$ cat config.mk
export PLATFORM = sky130hd
export DESIGN_NAME = hams_merge2stream
export DESIGN_NICKNAME = d
export VERILOG_FILES = /design/src/rtl/hams_merge2stream.sv
export SDC_FILE = /design/constraint.sdc
export NUM_CORES = 1
export LEC_CHECK = 0
export ABC_AREA = 1
export ABC_CLOCK_PERIOD_IN_PS = 2400
export BUFFER_PORTS_ARGS = -buffer_cell sky130_fd_sc_hd__buf_2
export CORE_ASPECT_RATIO = 0.9
export CORE_UTILIZATION = 30
export CTS_CLUSTER_SIZE = 12
export DETAILED_ROUTE_END_ITERATION = 16
export GPL_ROUTABILITY_DRIVEN = 0
export REMOVE_ABC_BUFFERS = 1
export SYNTH_ARGS = -nofsm -noshare
export SYNTH_HDL_FRONTEND = slang
export SYNTH_SLANG_ARGS = --single-unit
$ cat constraint.sdc
create_clock -name clk -period 2.4 [get_ports clk]
set_input_delay 0.24 -clock clk [delete_from_list [all_inputs] [get_ports clk]]
set_output_delay 0.24 -clock clk [all_outputs]
set_load 0.01 [all_outputs]
$ cat src/rtl/hams_merge2stream.sv
// hams_merge2stream: streaming 2-way merge of two sorted runs of pair elements.
// Stable (A wins ties), direction latched per run, one registered output stage.

package hams_pkg;
    // Element moved through the HAMS merge tree. Only info is used as the sort key;
    // tag is carried along untouched (payload / origin identifier).
    typedef struct packed {
        logic [15:0] info;
        logic [15:0] tag;
    } pair;
endpackage

module hams_merge2stream
    import hams_pkg::*;
#(
    parameter int CNT_W = 16
) (
    input  logic                   clk,
    input  logic                   rst,
    input  logic                   direction,
    input  logic                   a_valid,
    output logic                   a_ready,
    input  logic [$bits(pair)-1:0] a_data,
    input  logic                   a_last,
    input  logic                   b_valid,
    output logic                   b_ready,
    input  logic [$bits(pair)-1:0] b_data,
    input  logic                   b_last,
    output logic                   out_valid,
    input  logic                   out_ready,
    output logic [$bits(pair)-1:0] out_data,
    output logic                   out_last,
    output logic                   run_done,
    output logic [CNT_W-1:0]       out_count
);

    typedef enum logic [2:0] {
        IDLE,
        MERGE,
        DRAIN_A,
        DRAIN_B,
        DONE
    } state_t;

    state_t state, state_d;
    logic   dir_q;
    pair    a_pair, b_pair;
    logic   adv;
    logic   sel_a;
    logic   accept_a, accept_b;
    logic   load_last;

    assign a_pair = a_data;
    assign b_pair = b_data;

    // Output register can take a new element when empty or being drained this cycle.
    assign adv = !out_valid || out_ready;

    // Head selection: unsigned compare on info, ties resolved towards A for stability.
    assign sel_a = dir_q ? (a_pair.info <= b_pair.info) : (a_pair.info >= b_pair.info);

    assign accept_a = a_valid && a_ready;
    assign accept_b = b_valid && b_ready;

    // Next-state and ready generation.
    always_comb begin
        // NOTE: every output of this block gets a default first so no path leaves
        // a signal unassigned, which would otherwise infer a latch.
        state_d   = state;
        a_ready   = 1'b0;
        b_ready   = 1'b0;
        load_last = 1'b0;
        run_done  = 1'b0;
        case (state)
            IDLE: begin
                if (a_valid && b_valid) state_d = MERGE;
            end
            MERGE: begin
                // Both heads are needed before a decision can be made.
                if (a_valid && b_valid) begin
                    if (sel_a) begin
                        a_ready = adv;
                        if (adv && a_last) state_d = DRAIN_B;
                    end else begin
                        b_ready = adv;
                        if (adv && b_last) state_d = DRAIN_A;
                    end
                end
            end
            DRAIN_A: begin
                a_ready = adv;
                if (accept_a && a_last) begin
                    load_last = 1'b1;
                    state_d   = DONE;
                end
            end
            DRAIN_B: begin
                b_ready = adv;
                if (accept_b && b_last) begin
                    load_last = 1'b1;
                    state_d   = DONE;
                end
            end
            DONE: begin
                if (out_valid && out_ready && out_last) begin
                    run_done = 1'b1;
                    state_d  = IDLE;
                end
            end
            default: state_d = IDLE;
        endcase
    end

    // State register and per-run direction capture.
    always_ff @(posedge clk or posedge rst) begin
        // NOTE: clocked state uses non-blocking assignments so every register
        // samples the pre-edge values regardless of statement order.
        if (rst) begin
            state <= IDLE;
            dir_q <= 1'b1;
        end else begin
            state <= state_d;
            if (state == IDLE && a_valid && b_valid) dir_q <= direction;
        end
    end

    // Single output stage: loads on every input acceptance, empties when drained.
    always_ff @(posedge clk or posedge rst) begin
        if (rst) begin
            out_valid <= 1'b0;
            out_data  <= '0;
            out_last  <= 1'b0;
        end else if (accept_a || accept_b) begin
            out_valid <= 1'b1;
            out_data  <= accept_a ? a_data : b_data;
            out_last  <= load_last;
        end else if (out_ready) begin
            out_valid <= 1'b0;
            out_last  <= 1'b0;
        end
    end

    // Count of elements accepted downstream in the current run, saturating.
    always_ff @(posedge clk or posedge rst) begin
        if (rst) begin
            out_count <= '0;
        end else if (run_done) begin
            out_count <= '0;
        end else if (out_valid && out_ready && (out_count != {CNT_W{1'b1}})) begin
            out_count <= out_count + 1'b1;
        end
    end

endmodule
==> results.yml, run 1 <==
synth:
  synth_fa_ha_area_share_pct: 6.425
  synth_compound_area_share_pct: 11.41
  synth_top_family_by_area: "simple AND/OR/NAND/NOR gates"
  synthMuxAreaShare_pct: 0
  syn_inst: 411
  ys_types: 36
  synth_seq_cells: 54
  synth-simple-area-share_pct: 32.09
  yosys_warnings: 0
  yosysSeqAreaShare_pct: 40.85
  synth_area_um2: 3311
  synth.avg_cell_area_um2: 8.055
  synth_xor_area_share_pct: 0.5291
critical_path:
  setup.worst_path.class: "register to register"
  path_cells: "ha_1 -> nand2_1 -> nor2_1 -> nand2_1 -> nor2_2 -> nand2_2 -> nor2_4 -> a31oi_4 -> inv_2 -> nand2_1 -> a31oi_1 -> a211oi_1"
  cp_num_buf_inv: 1
  end_kind: "register"
  crit_slowest_cell: "dfrtp_1"
  crit_top_cell: "nand2_1"
  cp_max_fo: 9
  cp_top_family: "simple AND/OR/NAND/NOR gates"
  critPathLaunchType: "register"
  slowest_delay_ps: 390
  cp.arrival_ps: 2290
  cp.required_ps: 2560
drt:
  ant_nets: 0
  drt-initial-drc-count: 87
  drc_errors: 0
  drt_pre_antenna_iters: 5
  viasPerCell: 4.607
  vias: 3087
  routed_wirelength_mm: 8.261
  avgRoutedWirePerCell_um: 12.33
timing:
  tns_ps: 0
  slew_headroom_pct: 51.66
  finalClockSkew_ps: 4.206
  finalCriticalPeriod_ps: 2134
  finalSetupViolations: 0
  rsz0062_at_grt: "no"
  tightest_slew_ps: 725.1
  fmax_ghz: 0.4686
  timing.final.crit_share_pct: 88.92
  maxSlewViolCount: 0
  hold_violations: 0
floorplanning:
  die_w_um: 112.7
  core-area_um2: 10770
  num_io_pins: 125
  rows: 36
  fp.dieH_um: 101.7
  start_util_pct: 30.75
  die-area_um2: 11460
place:
  hpwl_mm: 6.262
  io_buffer_count: 124
  placed_area_um2: 4033
global_route:
  grt_use_met1_pct: 19.46
  grt-ovfl-total: 0
  track_usage_pct: 15.09
  gr-usage-met2_pct: 25.97
  grt_pass1_wl_mm: 13.79
  gr-max-usage-layer: "met2"
  grtUsageMet3_pct: 2.513
  antenna_found_initial: 0
  grt_start_max_net_pins: 55
  first_global_vias: 3003
layout:
  mostFrequentLayoutCell: "nand2_1"
  fin_nets: 625
  multi_input_area_um2: 1670
  syn_to_final_growth_pct: 27.66
  fillCellCount: 1118
  regArea_um2: 1353
  antenna_cells: 0
  drive_above_1_share_pct: 35.38
  final_cell_mix: "128 x nand2_1, 124 x buf_2, 53 x dfrtp_1, 41 x inv_1, 36 x nand3_1"
  fin_area_um2: 4227
  fin_util_pct: 39.26
clocking:
  cts_setup_buffers: 0
  cts-root-buf: "clkbuf_16"
  cts.sinks: 54
  cts.clk_slew.worst_paths_ps: 70
  cts.repair.resized: 0
  cts.path.max_buffers: 2
  h-tree-depth: 2
  cts_buffers: 5
  cts_tree: "done"
  insertion_delay_ps: 290
  ctsHoldBuffers: 0
power:
  power_switching_uw: 494.3
  leakage_uw: 0.002393
  ir_worst_vdd_mv: 0.2788
  powerDensity_nw_per_um2: 505.0
  seqPwrFrac_pct: 44.5
  p_total_uw: 2134
  power_frac_comb_pct: 11.8
  clockPowerShare_pct: 43.7
  p_int_uw: 1640
  switching_share_pct: 23.16
flow_run:
  drv_cap: 0
outcome:
  status: "finished, final reports clean"
worst_hold_path:
  hold_path.class: "input pin to asynchronous set/reset pin"
## metal layers
metal	routed length (µm)	part of all wire (%)
met2	4056	49
met3	372	4.5
met5	0	0
met4	99	1.2
met1	3732	45
## synth_stat cells (all sizes together)
master,instances,area share (%)
nand3b,1,0.23
nand4,6,1.3
inv,50,5.8
nand3,38,6.0
or2,1,0.19
nand2,148,19
nor2,23,2.9
nor3,9,2.0
a21oi,16,2.5
o21ai,13,2.0
buf,8,2.5
ha,17,6.4
dfstp,1,0.79
a31oi,3,1.0
nor4,2,0.38
o211ai,16,5.4
clkbuf,2,0.34
dfrtp,53,40
a211oi,1,0.23
a21o,1,0.23
xor2,2,0.53
## tightest hold or removal path, delay by kind of cell
kind	cells	cell delay, ps
buf+inv	3	670
## final cells by class
type | count | area share, %
clock buffer | 5 | 2.960
clock inverter | 3 | 1.628
tap | 133 | 3.937
sequential | 54 | 32.00
multi-input combinational | 297 | 39.52
timing repair buffer | 128 | 15.39
inverter | 50 | 4.559
## state kept, by name, indices dropped and copies added (netlist names)
name and count:
out_data 32, out_count 16, out_last 1, out_valid 1, dir_q 1, state 3
## kinds of logic (layout without fill, tap and decap cells)
family | count (synthesis) | count (layout)
and+or+nand+nor | 228 | 228
buffers and inverters | 60 | 186
AOI/OAI and AO/OA | 50 | 50
xor gates and xnor gates | 2 | 2
DFF | 54 | 54
adders and majority gates | 17 | 17
## worst paths after layout
check                                  start      endpoint  slack, ps  cells past startpoint
worst max-delay path            out_count[0]  out_count[8]        270                     12
worst min-delay path                     rst  out_data[12]        120                      3
worst max register to register  out_count[0]  out_count[8]        270                     12
worst min register to register  out_data[10]  out_data[10]        480                      2
max in group asynchronous                rst  out_count[6]       1770                      3
min in group clk                  a_data[10]  out_data[10]        160                      3
## power by group through the flow
stage	registers (µW)	logic, µW	clock network, µW
floorplan	975	126	0
global placement	966	252	0
detailed placement	966	255	0
CTS	949	256	978
global route	952	290	1000
finish	949	252	934
## metrics by stage
stage          hold slack [ps]  std cells  setup slack, ps
4_1_cts                  153.5        670            258.4
3_3_place_gp             457.5        662            96.74
6_report                 124.6        670            265.8
5_1_grt                  163.8        670            29.53
2_1_floorplan            353.8        401            417.4
3_5_place_dp             461.7        662            32.03
Power figures use the tool's default switching activity.
==> inputs of run 2 (changes only) <==
--- a/config.mk
+++ b/config.mk
@@ -6,7 +6,7 @@
 export NUM_CORES = 1
 export LEC_CHECK = 0
 export ABC_AREA = 1
-export ABC_CLOCK_PERIOD_IN_PS = 2400
+export ABC_CLOCK_PERIOD_IN_PS = 2630
 export BUFFER_PORTS_ARGS = -buffer_cell sky130_fd_sc_hd__buf_2
 export CORE_ASPECT_RATIO = 0.9
 export CORE_UTILIZATION = 30
==> constraint.sdc (replaced) <==
create_clock -name clk -period 2.63 [get_ports clk]
set_input_delay 0.263 -clock clk [delete_from_list [all_inputs] [get_ports clk]]
set_output_delay 0.263 -clock clk [all_outputs]
set_load 0.01 [all_outputs]
==> run 2 against run 1 <==
Sequential share of layout area up 0.25 points. Critical path depth unchanged. Hold slack better by 3.4 ps. Register-to-register slack gained 130 ps. Largest power group unchanged.
==> results.yml, run 2 (synthesized netlist as in run 1, its figures left out) <==
place:
  placed_area_um2: 4025
  io_buffer_count: 124
  pre_cts_ws_ps: 227.7
  dp.cells: 661
  hpwl_mm: 6.330
global_route:
  track_usage_pct: 14.73
  grt_pass1_wl_mm: 13.52
  first_global_vias: 2854
  antenna_found_initial: 0
  grt-ovfl-total: 0
  grt_start_max_net_pins: 38
clocking:
  cts_buffers: 5
  cts.path.max_buffers: 2
  h-tree-depth: 2
  cts.sinks: 54
  insertion_delay_ps: 290
  cts-root-buf: "clkbuf_16"
  ctsHoldBuffers: 0
  cts.repair.resized: 0
  cts_tree: "done"
  cts.clk_slew.worst_paths_ps: 70
  cts_setup_buffers: 0
layout:
  largest_reg_flops: 32
  multi_input_area_um2: 1670
  mostFrequentLayoutCell: "nand2_1"
  fin_nets: 624
  reg_top3: "out_data x32, out_count x16, state x3"
  drive_above_1_share_pct: 35.14
  antenna_cells: 0
  fillCellCount: 1126
  fin_area_um2: 4194
  syn_to_final_growth_pct: 26.68
  fin_util_pct: 38.96
  final_cell_mix: "128 x nand2_1, 124 x buf_2, 53 x dfrtp_1, 41 x inv_1, 36 x nand3_1"
  largest_register: "out_data"
  regArea_um2: 1353
  fin_cells: 668
power:
  switching_share_pct: 24.04
  power_frac_comb_pct: 12.3
  ir_worst_vdd_mv: 0.2066
  leakage_uw: 0.002377
  seqPwrFrac_pct: 46.3
  powerDensity_nw_per_um2: 446.1
  p_int_uw: 1421
  clockPowerShare_pct: 41.4
  power_switching_uw: 449.8
drt:
  drc_errors: 0
  drt_pre_antenna_iters: 4
  ant_nets: 0
  routed_wirelength_mm: 8.253
  drt-initial-drc-count: 170
  avgRoutedWirePerCell_um: 12.35
  viasPerCell: 4.686
  vias: 3130
critical_path:
  reg2reg_slack_ps: 400
  r2r-start: "out_count[0]"
  setup.worst_path.class: "register to register"
  path_cells: "ha_1 -> nand2_1 -> nor2_1 -> nand2_1 -> nor2_2 -> nand2_2 -> nor2_4 -> a31oi_4 -> inv_2 -> nand2_1 -> a31oi_1 -> a211oi_1"
  end_kind: "register"
  critPathLaunchType: "register"
  cp.required_ps: 2780
  crit_slowest_cell: "dfrtp_1"
  cp.arrival_ps: 2390
  reg2reg_to: "out_count[8]"
  cp-startpoint: "out_count[0]"
  slowest_delay_ps: 380
  r2r_cells: 12
  cp_max_fo: 13
  crit_top_cell: "nand2_1"
timing:
  fmax_ghz: 0.4477
  slew_headroom_pct: 46.26
  timing.final.ws_setup_ps: 396.6
  rsz0062_at_grt: "no"
  maxSlewViolCount: 0
  timing.final.crit_share_pct: 84.92
  tightest_slew_ps: 804.9
  finalCriticalPeriod_ps: 2233
  hold_violations: 0
  finalSetupViolations: 0
  finalClockSkew_ps: 8.339
  tns_ps: 0
floorplanning:
  rows: 36
  die-area_um2: 11460
  core-area_um2: 10770
  die_w_um: 112.7
  num_io_pins: 125
  fp.dieH_um: 101.7
  start_util_pct: 30.75
flow_run:
  drv_cap: 0
worst_hold_path:
  hold_path.class: "input pin to asynchronous set/reset pin"
outcome:
  status: "finished, final reports clean"
[run 2: changes by cell type in the layout (fill, tap and decap cells not counted), sizes merged]
| cell | delta |
|---|---|
| buf | -1 |
| clkbuf | +1 |
| clkinv | -1 |
| bufinv | -1 |
[run 2: critical path: cells and delay by family, from the launching register on]
family                   cells  cell delay (ps)
flip-flops                   1              380
adder cells (fa/ha/maj)      1              180
AND/OR/NAND/NOR              7              950
buffers and inverters        1              130
AO/OA/AOI/OAI                3              450
[run 2: metrics by stage]
stage | power [µW] | hold WS (ps)
floorplan | 1005 | 376.8
global placement | 1113 | 468.7
detailed placement | 1116 | 468.6
CTS | 1896 | 161.3
global route | 1962 | 194.8
finish | 1871 | 128.0
[run 2: worst max-delay path by stage]
| stage | to | slack [ps] | cells past startpoint |
|---|---|---|---|
| after floorplan | out_data[28] | 620 | 16 |
| after global placement | out_last | 280 | 15 |
| after detailed placement | out_last | 230 | 15 |
| after CTS | out_count[11] | 420 | 13 |
| after global routing | out_count[11] | 120 | 13 |
| final | out_count[8] | 400 | 12 |
[run 2: layer usage]
metal  part of all wire [%]  GRT usage (%)  vias up
met2                     49          25.26       91
met4                   0.96          4.308        0
met3                    4.4          1.676        7
met1                     46          19.70     1450
met5                      0              0        -
li1                       -              -     1582
[run 2: area by class of cell]
| type | instances | share of cell area [%] |
|---|---|---|
| repair buffers | 127 | 15.33 |
| clock inverters | 1 | 0.7160 |
| multi-input cells | 297 | 39.83 |
| inverters | 50 | 4.594 |
| well taps | 133 | 3.968 |
| flip-flops and latches | 54 | 32.25 |
| clock buffers | 6 | 3.311 |
[run 2: power by group through the flow]
stage               Sequential, µW  Combinational, µW  Clock (µW)
floorplan                      890                115           0
global placement               882                232           0
detailed placement             882                234           0
CTS                            866                235         795
global route                   869                266         826
finish                         866                231         774
